<file path="src/rtl/mem_bus_pkg.sv">
// Shared definitions for the memory bus master: access-size encodings,
// the transfer FSM state type and the alignment rule used to reject
// accesses before any bus cycle is issued.
package mem_bus_pkg;

  localparam logic [1:0] SIZE_BYTE = 2'b00;
  localparam logic [1:0] SIZE_HALF = 2'b01;
  localparam logic [1:0] SIZE_WORD = 2'b10;

  typedef enum logic [1:0] {
    ST_IDLE = 2'b00,
    ST_BUS  = 2'b01,
    ST_GAP  = 2'b10
  } state_t;

  // Size 11 is not a legal encoding, so it is treated as misaligned.
  function automatic logic is_misaligned(input logic [1:0] size,
                                         input logic [1:0] lo);
    case (size)
      SIZE_BYTE: is_misaligned = 1'b0;
      SIZE_HALF: is_misaligned = lo[0];
      SIZE_WORD: is_misaligned = (lo != 2'b00);
      default:   is_misaligned = 1'b1;
    endcase
  endfunction

endpackage

</file>
<file path="src/rtl/mem_bus_master_if.sv">
// Avalon-MM port bundle between the bus master and the RAM slave.
//   address/byteenable/read/write/writedata : master -> slave
//   waitrequest/readdata                    : slave  -> master
interface mem_bus_master_if #(
  parameter int ADDR_W = 32
);
  logic [ADDR_W-1:0] address;
  logic [3:0]        byteenable;
  logic              read;
  logic              write;
  logic [31:0]       writedata;
  logic              waitrequest;
  logic [31:0]       readdata;

  modport master (
    output address, byteenable, read, write, writedata,
    input  waitrequest, readdata
  );

  modport slave (
    input  address, byteenable, read, write, writedata,
    output waitrequest, readdata
  );
endinterface

</file>
<file path="src/rtl/mem_bus_master_lane_align.sv">
// Combinational lane handling for sub-word accesses (little-endian).
//   size, lo, wdata    -> byteenable, writedata (store-side replication)
//   size, lo, sgn,
//   readdata           -> rdata (shifted, truncated, sign/zero extended)
import mem_bus_pkg::*;

module mem_lane_align (
  input  logic [1:0]  size,
  input  logic [1:0]  lo,
  input  logic        sgn,
  input  logic [31:0] wdata,
  input  logic [31:0] readdata,
  output logic [3:0]  byteenable,
  output logic [31:0] writedata,
  output logic [31:0] rdata
);
  logic [31:0] shifted;

  always_comb begin
    byteenable = 4'b1111;
    writedata  = wdata;
    rdata      = '0;
    shifted    = readdata >> {lo, 3'b000};
    case (size)
      SIZE_BYTE: begin
        byteenable = 4'b0001 << lo;
        writedata  = {4{wdata[7:0]}};
        rdata      = {{24{sgn & shifted[7]}}, shifted[7:0]};
      end
      SIZE_HALF: begin
        byteenable = lo[1] ? 4'b1100 : 4'b0011;
        writedata  = {2{wdata[15:0]}};
        rdata      = {{16{sgn & shifted[15]}}, shifted[15:0]};
      end
      default: begin
        rdata = shifted;
      end
    endcase
  end
endmodule

</file>
<file path="src/rtl/mem_bus_master.sv">
// Avalon-MM master serving instruction fetch and data load/store over one
// shared port. Data requests have fixed priority. Every transfer runs
// IDLE -> BUS -> GAP; the GAP cycle drops the strobes and carries the
// one-cycle done pulse of the served client. All outputs are registered.
//   clk, reset          : clock, synchronous active-high reset
//   ifetch_*            : fetch client (req level, done pulse, data)
//   dmem_*              : data client (req level, done pulse, rdata, misaligned)
//   bus                 : Avalon-MM master modport
import mem_bus_pkg::*;

module mem_bus_master #(
  parameter int ADDR_W = 32
) (
  input  logic              clk,
  input  logic              reset,
  input  logic              ifetch_req,
  input  logic [ADDR_W-1:0] ifetch_addr,
  output logic              ifetch_done,
  output logic [31:0]       ifetch_data,
  input  logic              dmem_req,
  input  logic              dmem_we,
  input  logic [ADDR_W-1:0] dmem_addr,
  input  logic [1:0]        dmem_size,
  input  logic              dmem_signed,
  input  logic [31:0]       dmem_wdata,
  output logic              dmem_done,
  output logic [31:0]       dmem_rdata,
  output logic              dmem_misaligned,
  mem_bus_master_if.master  bus
);
  localparam logic [ADDR_W-1:0] WORD_MASK = {{(ADDR_W-2){1'b1}}, 2'b00};

  state_t            state_q, state_d;
  logic              serve_dmem_q, serve_dmem_d;
  logic              we_q, we_d;
  logic [1:0]        size_q, size_d;
  logic [1:0]        lo_q, lo_d;
  logic              sgn_q, sgn_d;
  logic [ADDR_W-1:0] address_q, address_d;
  logic [3:0]        be_q, be_d;
  logic [31:0]       writedata_q, writedata_d;
  logic              read_q, read_d;
  logic              write_q, write_d;
  logic              ifetch_done_q, ifetch_done_d;
  logic [31:0]       ifetch_data_q, ifetch_data_d;
  logic              dmem_done_q, dmem_done_d;
  logic [31:0]       dmem_rdata_q, dmem_rdata_d;
  logic              dmem_mis_q, dmem_mis_d;

  // The aligner sees the live request in IDLE (lane/data generation) and the
  // latched access in BUS (read extraction).
  logic [1:0]  al_size, al_lo;
  logic [3:0]  al_be;
  logic [31:0] al_wdata, al_rdata;

  assign al_size = (state_q == ST_IDLE) ? dmem_size      : size_q;
  assign al_lo   = (state_q == ST_IDLE) ? dmem_addr[1:0] : lo_q;

  mem_lane_align u_align (
    .size       (al_size),
    .lo         (al_lo),
    .sgn        (sgn_q),
    .wdata      (dmem_wdata),
    .readdata   (bus.readdata),
    .byteenable (al_be),
    .writedata  (al_wdata),
    .rdata      (al_rdata)
  );

  always_comb begin
    state_d       = state_q;
    serve_dmem_d  = serve_dmem_q;
    we_d          = we_q;
    size_d        = size_q;
    lo_d          = lo_q;
    sgn_d         = sgn_q;
    address_d     = address_q;
    be_d          = be_q;
    writedata_d   = writedata_q;
    read_d        = read_q;
    write_d       = write_q;
    ifetch_done_d = 1'b0;
    ifetch_data_d = ifetch_data_q;
    dmem_done_d   = 1'b0;
    dmem_rdata_d  = dmem_rdata_q;
    dmem_mis_d    = dmem_mis_q;
    case (state_q)
      ST_IDLE: begin
        if (dmem_req) begin
          if (is_misaligned(dmem_size, dmem_addr[1:0])) begin
            // Rejected without touching the bus; done comes out of GAP.
            state_d      = ST_GAP;
            dmem_done_d  = 1'b1;
            dmem_mis_d   = 1'b1;
            dmem_rdata_d = '0;
          end else begin
            state_d      = ST_BUS;
            serve_dmem_d = 1'b1;
            we_d         = dmem_we;
            size_d       = dmem_size;
            lo_d         = dmem_addr[1:0];
            sgn_d        = dmem_signed;
            address_d    = dmem_addr & WORD_MASK;
            be_d         = al_be;
            writedata_d  = al_wdata;
            read_d       = ~dmem_we;
            write_d      = dmem_we;
          end
        end else if (ifetch_req) begin
          state_d      = ST_BUS;
          serve_dmem_d = 1'b0;
          address_d    = ifetch_addr & WORD_MASK;
          be_d         = 4'b1111;
          read_d       = 1'b1;
          write_d      = 1'b0;
        end
      end
      ST_BUS: begin
        if (!bus.waitrequest) begin
          state_d = ST_GAP;
          read_d  = 1'b0;
          write_d = 1'b0;
          if (serve_dmem_q) begin
            dmem_done_d  = 1'b1;
            dmem_mis_d   = 1'b0;
            dmem_rdata_d = we_q ? 32'd0 : al_rdata;
          end else begin
            ifetch_done_d = 1'b1;
            ifetch_data_d = bus.readdata;
          end
        end
      end
      default: state_d = ST_IDLE;
    endcase
  end

  always_ff @(posedge clk) begin
    if (reset) begin
      state_q       <= ST_IDLE;
      serve_dmem_q  <= 1'b0;
      we_q          <= 1'b0;
      size_q        <= '0;
      lo_q          <= '0;
      sgn_q         <= 1'b0;
      address_q     <= '0;
      be_q          <= '0;
      writedata_q   <= '0;
      read_q        <= 1'b0;
      write_q       <= 1'b0;
      ifetch_done_q <= 1'b0;
      ifetch_data_q <= '0;
      dmem_done_q   <= 1'b0;
      dmem_rdata_q  <= '0;
      dmem_mis_q    <= 1'b0;
    end else begin
      state_q       <= state_d;
      serve_dmem_q  <= serve_dmem_d;
      we_q          <= we_d;
      size_q        <= size_d;
      lo_q          <= lo_d;
      sgn_q         <= sgn_d;
      address_q     <= address_d;
      be_q          <= be_d;
      writedata_q   <= writedata_d;
      read_q        <= read_d;
      write_q       <= write_d;
      ifetch_done_q <= ifetch_done_d;
      ifetch_data_q <= ifetch_data_d;
      dmem_done_q   <= dmem_done_d;
      dmem_rdata_q  <= dmem_rdata_d;
      dmem_mis_q    <= dmem_mis_d;
    end
  end

  assign bus.address      = address_q;
  assign bus.byteenable   = be_q;
  assign bus.read         = read_q;
  assign bus.write        = write_q;
  assign bus.writedata    = writedata_q;
  assign ifetch_done      = ifetch_done_q;
  assign ifetch_data      = ifetch_data_q;
  assign dmem_done        = dmem_done_q;
  assign dmem_rdata       = dmem_rdata_q;
  assign dmem_misaligned  = dmem_mis_q;
endmodule
</file>
<file path="src/flat_wrapper.sv">
// flat-port wrapper written by rule: the top's interface ports become plain ports
module mem_bus_master_flat 
#(
  parameter int ADDR_W = 32
)
  (clk, reset, ifetch_req, ifetch_addr, ifetch_done, ifetch_data, dmem_req, dmem_we, dmem_addr, dmem_size, dmem_signed, dmem_wdata, dmem_done, dmem_rdata, dmem_misaligned, bus_address, bus_byteenable, bus_read, bus_write, bus_writedata, bus_waitrequest, bus_readdata);
  mem_bus_master_if #(.ADDR_W(ADDR_W)) bus_i ();
  input  logic clk;
  input  logic reset;
  input  logic ifetch_req;
  input  logic [ADDR_W-1:0] ifetch_addr;
  output logic ifetch_done;
  output logic [31:0] ifetch_data;
  input  logic dmem_req;
  input  logic dmem_we;
  input  logic [ADDR_W-1:0] dmem_addr;
  input  logic [1:0] dmem_size;
  input  logic dmem_signed;
  input  logic [31:0] dmem_wdata;
  output logic dmem_done;
  output logic [31:0] dmem_rdata;
  output logic dmem_misaligned;
  output wire logic [$bits(bus_i.address)-1:0] bus_address;
  output wire logic [$bits(bus_i.byteenable)-1:0] bus_byteenable;
  output wire logic [$bits(bus_i.read)-1:0] bus_read;
  output wire logic [$bits(bus_i.write)-1:0] bus_write;
  output wire logic [$bits(bus_i.writedata)-1:0] bus_writedata;
  input wire logic [$bits(bus_i.waitrequest)-1:0] bus_waitrequest;
  input wire logic [$bits(bus_i.readdata)-1:0] bus_readdata;
  assign bus_address = bus_i.address;
  assign bus_byteenable = bus_i.byteenable;
  assign bus_read = bus_i.read;
  assign bus_write = bus_i.write;
  assign bus_writedata = bus_i.writedata;
  assign bus_i.waitrequest = bus_waitrequest;
  assign bus_i.readdata = bus_readdata;
  mem_bus_master #(.ADDR_W(ADDR_W)) u_core (.clk(clk), .reset(reset), .ifetch_req(ifetch_req), .ifetch_addr(ifetch_addr), .ifetch_done(ifetch_done), .ifetch_data(ifetch_data), .dmem_req(dmem_req), .dmem_we(dmem_we), .dmem_addr(dmem_addr), .dmem_size(dmem_size), .dmem_signed(dmem_signed), .dmem_wdata(dmem_wdata), .dmem_done(dmem_done), .dmem_rdata(dmem_rdata), .dmem_misaligned(dmem_misaligned), .bus(bus_i));
endmodule
</file>
<file path="config.mk">
export PLATFORM = sky130hd
export DESIGN_NAME = mem_bus_master_flat
export DESIGN_NICKNAME = d
export VERILOG_FILES = /design/src/rtl/mem_bus_pkg.sv /design/src/rtl/mem_bus_master_if.sv /design/src/rtl/mem_bus_master_lane_align.sv /design/src/rtl/mem_bus_master.sv /design/src/flat_wrapper.sv
export SDC_FILE = /design/constraint.sdc
export NUM_CORES = 1
export LEC_CHECK = 0
export BUFFER_PORTS_ARGS = -buffer_cell sky130_fd_sc_hd__buf_2
export CAP_MARGIN = 30
export CORE_MARGIN = 3
export CORE_UTILIZATION = 43
export DETAILED_ROUTE_END_ITERATION = 12
export PLACE_DENSITY = 0.78
export SLEW_MARGIN = 20
export SYNTH_ARGS = -nofsm -noshare
export SYNTH_HDL_FRONTEND = slang
export SYNTH_SLANG_ARGS = --single-unit
</file>
<file path="constraint.sdc">
create_clock -name clk -period 2.3 [get_ports clk]
set_clock_uncertainty 0.2 [all_clocks]
set_input_delay 0.69 -clock clk [delete_from_list [all_inputs] [get_ports clk]]
set_output_delay 0.69 -clock clk [all_outputs]
set_load 0.01 [all_outputs]
</file>
Yosys cells after proc, flatten, opt, wreduce, memory -nomap -nowiden
Index checks and enable logic that the tools add are counted.
W data, S select, Z words.
{"block": "word_totals", "register_bits": 146, "wordCells": 97, "inputBits": 137, "output_inout_bits": 137}
{"block": "op_classes", "n_eq_ne": 11, "muxes": 48, "shift": 2, "reduce_logical": 13, "n_bitwise": 7}
{"op": "$mux W32", "n": 8}
{"op": "$pmux W32 S2", "n": 3}
{"op": "$shr A32 B5 Y32", "n": 1}
{"op": "$mux W1", "n": 20}
{"op": "$mux W4", "n": 4}
{"op": "$mux W2", "n": 6}
{"op": "$reduce_and A3 Y1", "n": 3}
{"op": "$ne A2 B2 Y1 const B", "n": 4}
{"op": "$pmux W1 S2", "n": 4}
{"op": "$pmux W4 S2", "n": 1}
{"op": "$eq A2 B1 Y1 const B", "n": 3}
{"op": "$logic_not A2 Y1", "n": 3}
{"op": "$ne A3 B3 Y1 const B", "n": 2}
{"op": "$reduce_bool A2 Y1", "n": 3}
{"op": "$not A1 Y1", "n": 5}
{"op": "$reduce_and A5 Y1", "n": 1}
{"op": "$pmux W2 S2", "n": 1}
{"op": "$reduce_and A4 Y1", "n": 1}
{"op": "$shl A1 B2 Y4 const A", "n": 1}
{"op": "$pmux W1 S3", "n": 1}
{"op": "$reduce_or A3 Y1", "n": 1}
{"op": "$and A1 B1 Y1", "n": 2}
{"op": "$eq A2 B2 Y1 const B", "n": 1}
{"op": "$ne A2 B1 Y1 const B", "n": 1}
{"op": "$reduce_and A2 Y1", "n": 1}

Longest topological paths before layout
{"block": "depth", "word_depth": 9, "mapped_depth": 9, "depth_no_buf": 6}

Hierarchy
A second synthesis with hierarchy kept.
{"block": "hier_totals", "hier_cells": 770, "area_unflattened_um2": 6571.3}
{"mod": "mem_bus_master", "area_each_um2": 5297.6, "seq_area_each_um2": 2882.8, "cells_per_inst": 586, "n_inst": 1}
{"mod": "mem_lane_align", "area_each_um2": 1273.7, "seq_area_each_um2": 0.0, "cells_per_inst": 184, "n_inst": 1}

Least setup slack after synthesis
Ideal clock, no wire load.
{"block": "synth_path", "path_kind": "input-to-reg", "startpoint": "input dmem_addr[0]", "endpoint": "register u_core.dmem_rdata_q[24] (netlist: u_core.dmem_rdata[24])", "t_arrival_ns": 2.212, "setup_slack_ns": -0.199, "stages": 8, "n_path_buf": 2, "required_ns": 2.013, "setup_ns": 0.087, "cell_sequence": "clkbuf_1 -> or4b_1 -> o21ai_2 -> nand2_1 -> o21ai_1 -> a311oi_4 -> buf_6 -> o31ai_1"}
{"block": "synth_between", "elab_chain_len": 8, "word_cells_on_any_way": 15, "cone_classes": "eq/ne (1); shift (1); mux (9); bitwise (2); reduce/logical (2)"}
{"element": "start: declaration", "line": "flat_wrapper.sv:16", "rtl": "input logic [ADDR_W-1:0] dmem_addr;"}
{"element": "$mux W2", "line": "mem_bus_master.sv:57", "rtl": "assign al_lo = (state_q == ST_IDLE) ? dmem_addr[1:0] : lo_q;"}
{"element": "$shr A32 B5 Y32", "line": "mem_bus_master_lane_align.sv:23", "rtl": "shifted = readdata >> {lo, 3'b000};"}
{"element": "$and A1 B1 Y1, on equally long branches", "line": "mem_bus_master_lane_align.sv:33, mem_bus_master_lane_align.sv:28"}
{"element": "$pmux W32 S2", "line": "mem_bus_master_lane_align.sv:24", "rtl": "case (size)"}
{"element": "$mux W32", "line": "mem_bus_master.sv:126", "rtl": "dmem_rdata_d = we_q ? 32'd0 : al_rdata;"}
{"element": "$mux W32", "line": "mem_bus_master.sv:123", "rtl": "if (serve_dmem_q) begin"}
{"element": "$mux W32", "line": "mem_bus_master.sv:119", "rtl": "if (!bus.waitrequest) begin"}
{"element": "$pmux W32 S2", "line": "mem_bus_master.sv:87", "rtl": "case (state_q)"}
{"element": "end signal: assignment", "line": "mem_bus_master.sv:170", "rtl": "dmem_rdata_q <= dmem_rdata_d;"}
{"element": "end: declaration", "line": "mem_bus_master.sv:47", "rtl": "logic [31:0] dmem_rdata_q, dmem_rdata_d;"}
Parallel ways exist; a longest one is shown, timed or not. The select of a mux whose other input is x is not followed.
A chain may end at the register's enable or synchronous reset.

Final worst setup path
{"block": "layout_path", "startpoint": "register u_core.state_q[0]", "endpoint": "register u_core.dmem_rdata_q[29] (netlist: u_core.dmem_rdata[29])"}
{"block": "layout_between", "elab_chain_len": 9, "word_cells_on_any_way": 20, "cone_classes": "eq/ne (6); shift (1); mux (7); bitwise (2); reduce/logical (4)"}
{"element": "start: declaration", "line": "mem_bus_master.sv:33", "rtl": "state_t state_q, state_d;"}
{"element": "start signal: assignment", "line": "mem_bus_master.sv:156", "rtl": "state_q <= state_d;"}
{"element": "$logic_not A2 Y1", "line": "mem_bus_master.sv:56, mem_bus_master.sv:57, mem_bus_master.sv:87"}
{"element": "$mux W2", "line": "mem_bus_master.sv:57"}
{"element": "$shr A32 B5 Y32", "line": "mem_bus_master_lane_align.sv:23"}
{"element": "$and A1 B1 Y1, on equally long branches", "line": "mem_bus_master_lane_align.sv:33, mem_bus_master_lane_align.sv:28"}
{"element": "$pmux W32 S2", "line": "mem_bus_master_lane_align.sv:24"}
{"element": "$mux W32", "line": "mem_bus_master.sv:126"}
{"element": "$mux W32", "line": "mem_bus_master.sv:123"}
{"element": "$mux W32", "line": "mem_bus_master.sv:119"}
{"element": "$pmux W32 S2", "line": "mem_bus_master.sv:87"}
Parallel ways exist; a longest one is shown, timed or not. The select of a mux whose other input is x is not followed.

==> metrics.md <==
| Metric | Value |
|---|---|
| Status | `finished clean` |
| Die height | `125 µm` |
| Starting Density | `between 40 and 50%` |
| Crit path required time | `between 2 and 2.5 ns` |
| CP max FO | `16` |
| Share of cells above drive strength 1 | `between 30% and 40%` |
| Critical path class | `reg2reg` |
| Port bufs | `269` |
| Worst hold slack | `0.250 ns` |
| Mapped Area | `slightly above 6000 µm²` |
| Detail Placement HPWL | `between 10000 and 15000 µm` |
| Ant diodes | `0` |
| Clk pwr share | `between 40% and 50%` |
| CTS buffer count | `17` |
| CP peak stage delay | `~0.36 ns` |
| P per Cell Area | `around 800 nW/µm²` |
| Startpoint types | `register` |
| DRC viols | `0` |
| Arr. time, crit path | `between 2 and 2.5 ns` |
| Comb pwr share | `around a fifth` |
| GRT overflow | `0` |
| Switch share | `a little over a quarter` |
| First-pass GRT wire length | `just over 30000 µm` |
| Vias | `approximately 6400` |
| Worst rel slew slack | `66.4%` |
| Pin count of the biggest net entering global routing | `around 110` |
| Reg power frac | `about two fifths` |
| Routed WL | `just under 20000 µm` |
| Worst-path cell chain | `nor2_4 -> mux2_4 -> mux2i_4 -> a221oi_4 -> a311oi_4 -> buf_12 -> o31ai_1` |
| Internal power | `~5.2 mW` |
| Yosys warning total | `0` |
| Root Buffer Master | `clkbuf_16` |
| Post-route design area | `slightly below 9000 µm²` |
| Core outline area | `13600 µm²` |
| CTS sink cnt | `between 100 and 150` |
| Routed Antenna Nets | `0` |
| Iteration-0 DRC Markers | `about 400` |
| Fmax | `~0.45 GHz` |
| CTS clk-pin slew, worst paths | `around 0.060 ns` |
| Tmin final | `approximately 2.2 ns` |
| TritonRoute pass-1 iters | `5` |
| Synth cell types | `between 40 and 50` |
| Static Leak | `3.98 nW` |
| # nets final | `around 1200` |
| Hold_buf cts | `0` |
| Global Route Usage Sum | `between 20% and 30%` |
| Worst setup margin | `approximately 0.077 ns` |
| Sequential share of the synthesized area | `between 40% and 50%` |
| Final period util | `a little over nine tenths` |
| VDD IR max | `slightly above 500 µV` |
| Hold WC Path Type | `reg2reg` |
| Post-synthesis register bit count | `about 140` |
| Mapped Cells | `750` |
| Die Footprint | `between 15000 and 20000 µm²` |
| I/O Pins | `between 200 and 300` |
| Slowest CP cell | `mux2_4` |
| Syn avg cell area | `~8.2 µm²` |
| Sw Pwr | `between 1.5 and 2 mW` |
| Vias in the first global route | `about 6000` |
| MaxCap Viol Count | `0` |
| Final Util | `between 60% and 70%` |
| Clk buf depth | `2` |
| Final setup fails | `0` |
| RePlAce Congestion | `0.850` |
| Clk_lat worst skew | `between 0.4 and 0.5 ns` |
| Final hold violations | `0` |
| Initial antenna violation count | `0` |
| Die W | `~130 µm` |
| Row cnt | `42` |
| Worst slew pin tran | `approximately 0.50 ns` |
| H-tree levels | `4` |
| Crit. End Element | `register` |
| Fin Setup TNS | `0 ns` |
| Vias per std cell | `around 5.2` |
| Unrepaired setup endpoints after global routing | `yes` |
| P&R area growth vs syn | `41.6%` |
| Avg WL per Cell | `roughly 16 µm` |
| Setup WS pre-CTS | `-0.309 ns` |
| CTS tree | `done` |
| Placed instance area | `~8000 µm²` |
| Final Slew Violations | `0` |
worst max-delay path, delay by kind of cell (launching register included):
family	cells	cell delay [ns]
compound gates	3	0.67
buf+inv	1	0.18
flops	1	0.35
mux	2	0.57
simple gates	1	0.17
path summary, 6_finish.rpt:
| kind | start | endpoint | slack, ns | cells past startpoint |
|---|---|---|---|---|
| max | u_core.state_q[0] | u_core.dmem_rdata[29] | 0.08 | 7 |
| min | u_core.dmem_rdata[20] | u_core.dmem_rdata[20] | 0.25 | 2 |
| max reg2reg | u_core.state_q[0] | u_core.dmem_rdata[29] | 0.08 | 7 |
| min reg2reg | u_core.dmem_rdata[20] | u_core.dmem_rdata[20] | 0.25 | 2 |
registers in the layout, indices dropped and copies added, names as in the netlist:
name	cells
u_core.dmem_rdata	32
u_core.dmem_misaligned	1
u_core.we_q	1
u_core.sgn_q	1
u_core.size_q	2
u_core.ifetch_done	1
u_core.bus.read	1
u_core.bus.address	30
u_core.bus.write	1
u_core.serve_dmem_q	1
u_core.state_q	2
u_core.lo_q	2
u_core.dmem_done	1
u_core.ifetch_data	32
u_core.bus.byteenable	4
u_core.bus.writedata	32
placed cells by master, fill, tap and decap left out, types with 7 or more instances in the layout:
| master | Yosys | routed |
|---|---|---|
| buf_2 | 3 | 269 |
| nand2_1 | 201 | 201 |
| nand3_1 | 8 | 8 |
| a211oi_1 | 30 | 30 |
| nor3_1 | 8 | 7 |
| mux2i_1 | 42 | 41 |
| o21ai_0 | 9 | 9 |
| nor2_1 | 67 | 66 |
| o21ai_1 | 10 | 9 |
| dfxtp_1 | 144 | 142 |
| a21oi_1 | 82 | 80 |
| buf_4 | 2 | 38 |
| a311oi_1 | 24 | 24 |
| o31ai_1 | 9 | 8 |
| o211ai_1 | 7 | 7 |
| clkbuf_16 | 0 | 17 |
| buf_12 | 0 | 10 |
| a22oi_1 | 9 | 9 |
| a32o_1 | 7 | 7 |
routing by layer:
layer / wire (µm) / track usage (%) / up-vias
li1: - / - / 3174
met2: 9020 / 38.2 / 256
met4: 403 / 8.74 / 0
met1: 8280 / 31.0 / 2917
met3: 1500 / 6.23 / 26
met5: 0 / 0 / -
logic make-up after synthesis:
logic type	share of synthesized area, %
AO/OA/AOI/OAI	21.2
multiplexers	7.67
flip-flops	47.1
buffers and inverters	4.11
other	0.0613
AND/OR/NAND/NOR	19.9
layout make-up:
| type | count | area (µm²) |
|---|---|---|
| repair buffers | 317 | 1830 |
| clock inverters | 9 | 156 |
| well taps | 176 | 220 |
| multi-input cells | 545 | 3080 |
| inverters | 3 | 11.3 |
| flip-flops and latches | 144 | 2890 |
| clock buffers | 22 | 474 |
| fillers | 1156 | 4900 |
power groups by stage:
stage | clock network (mW) | logic (mW) | registers [mW]
2_1_floorplan | 0 | 0.694 | 2.87
3_3_place_gp | 0 | 1.36 | 2.79
3_5_place_dp | 0 | 1.38 | 2.80
4_1_cts | 2.99 | 1.39 | 2.75
5_1_grt | 3.09 | 1.53 | 2.77
6_report | 2.94 | 1.39 | 2.75
stage by stage:
step | power, mW | instances
after global placement | 4.15 | 1183
after floorplan | 3.57 | 751
after global routing | 7.39 | 1216
after detailed placement | 4.18 | 1184
final | 7.07 | 1216
after CTS | 7.12 | 1215
repair_timing:
| action | in CTS | in global routing |
|---|---|---|
| resized for setup | 0 | 4 |
| setup buffers | 0 | 1 |
| setup endpoints to repair | 0 | 10 |
Yosys cell counts:
library cell  instances  area, µm²
nor3b_1               2       15.0
o211ai_1              7       52.6
or4_1                 1       7.51
a31oi_1               2       12.5
buf_1                 5       18.8
buf_2                 3       15.0
and3b_1               1       8.76
a311oi_4              1       26.3
a22o_1                1       8.76
a211oi_1             30        225
or4b_1                1       10.0
nand2_1             201        754
o31ai_1               9       67.6
nor2b_1               1       6.26
conb_1                1       3.75
nor3_2                1       10.0
o21ai_1              10       50.1
nand3_1               8       40.0
nor2_4                1       11.3
o41ai_1               1       8.76
o31a_1                1       8.76
a21oi_1              82        410
o21ai_2               1       8.76
or3b_1                1       8.76
a22oi_1               9       67.6
dfxtp_1             144       2880
nand3b_1              1       7.51
mux2i_1              42        420
or2_2                 1       6.26
mux2_2                3       33.8
clkbuf_1             48        180
a32oi_1               1       8.76
o21ai_0               9       45.0
inv_1                 3       11.3
a311oi_1             24        210
nand2b_1              4       25.0
buf_4                 2       15.0
a32o_1                7       70.1
nor3_1                8       40.0
mux2_4                1       15.0
buf_6                 1       11.3
a221oi_2              1       15.0
nor2_1               67        251
or3_1                 2       12.5
Power figures use the tool's default switching activity.
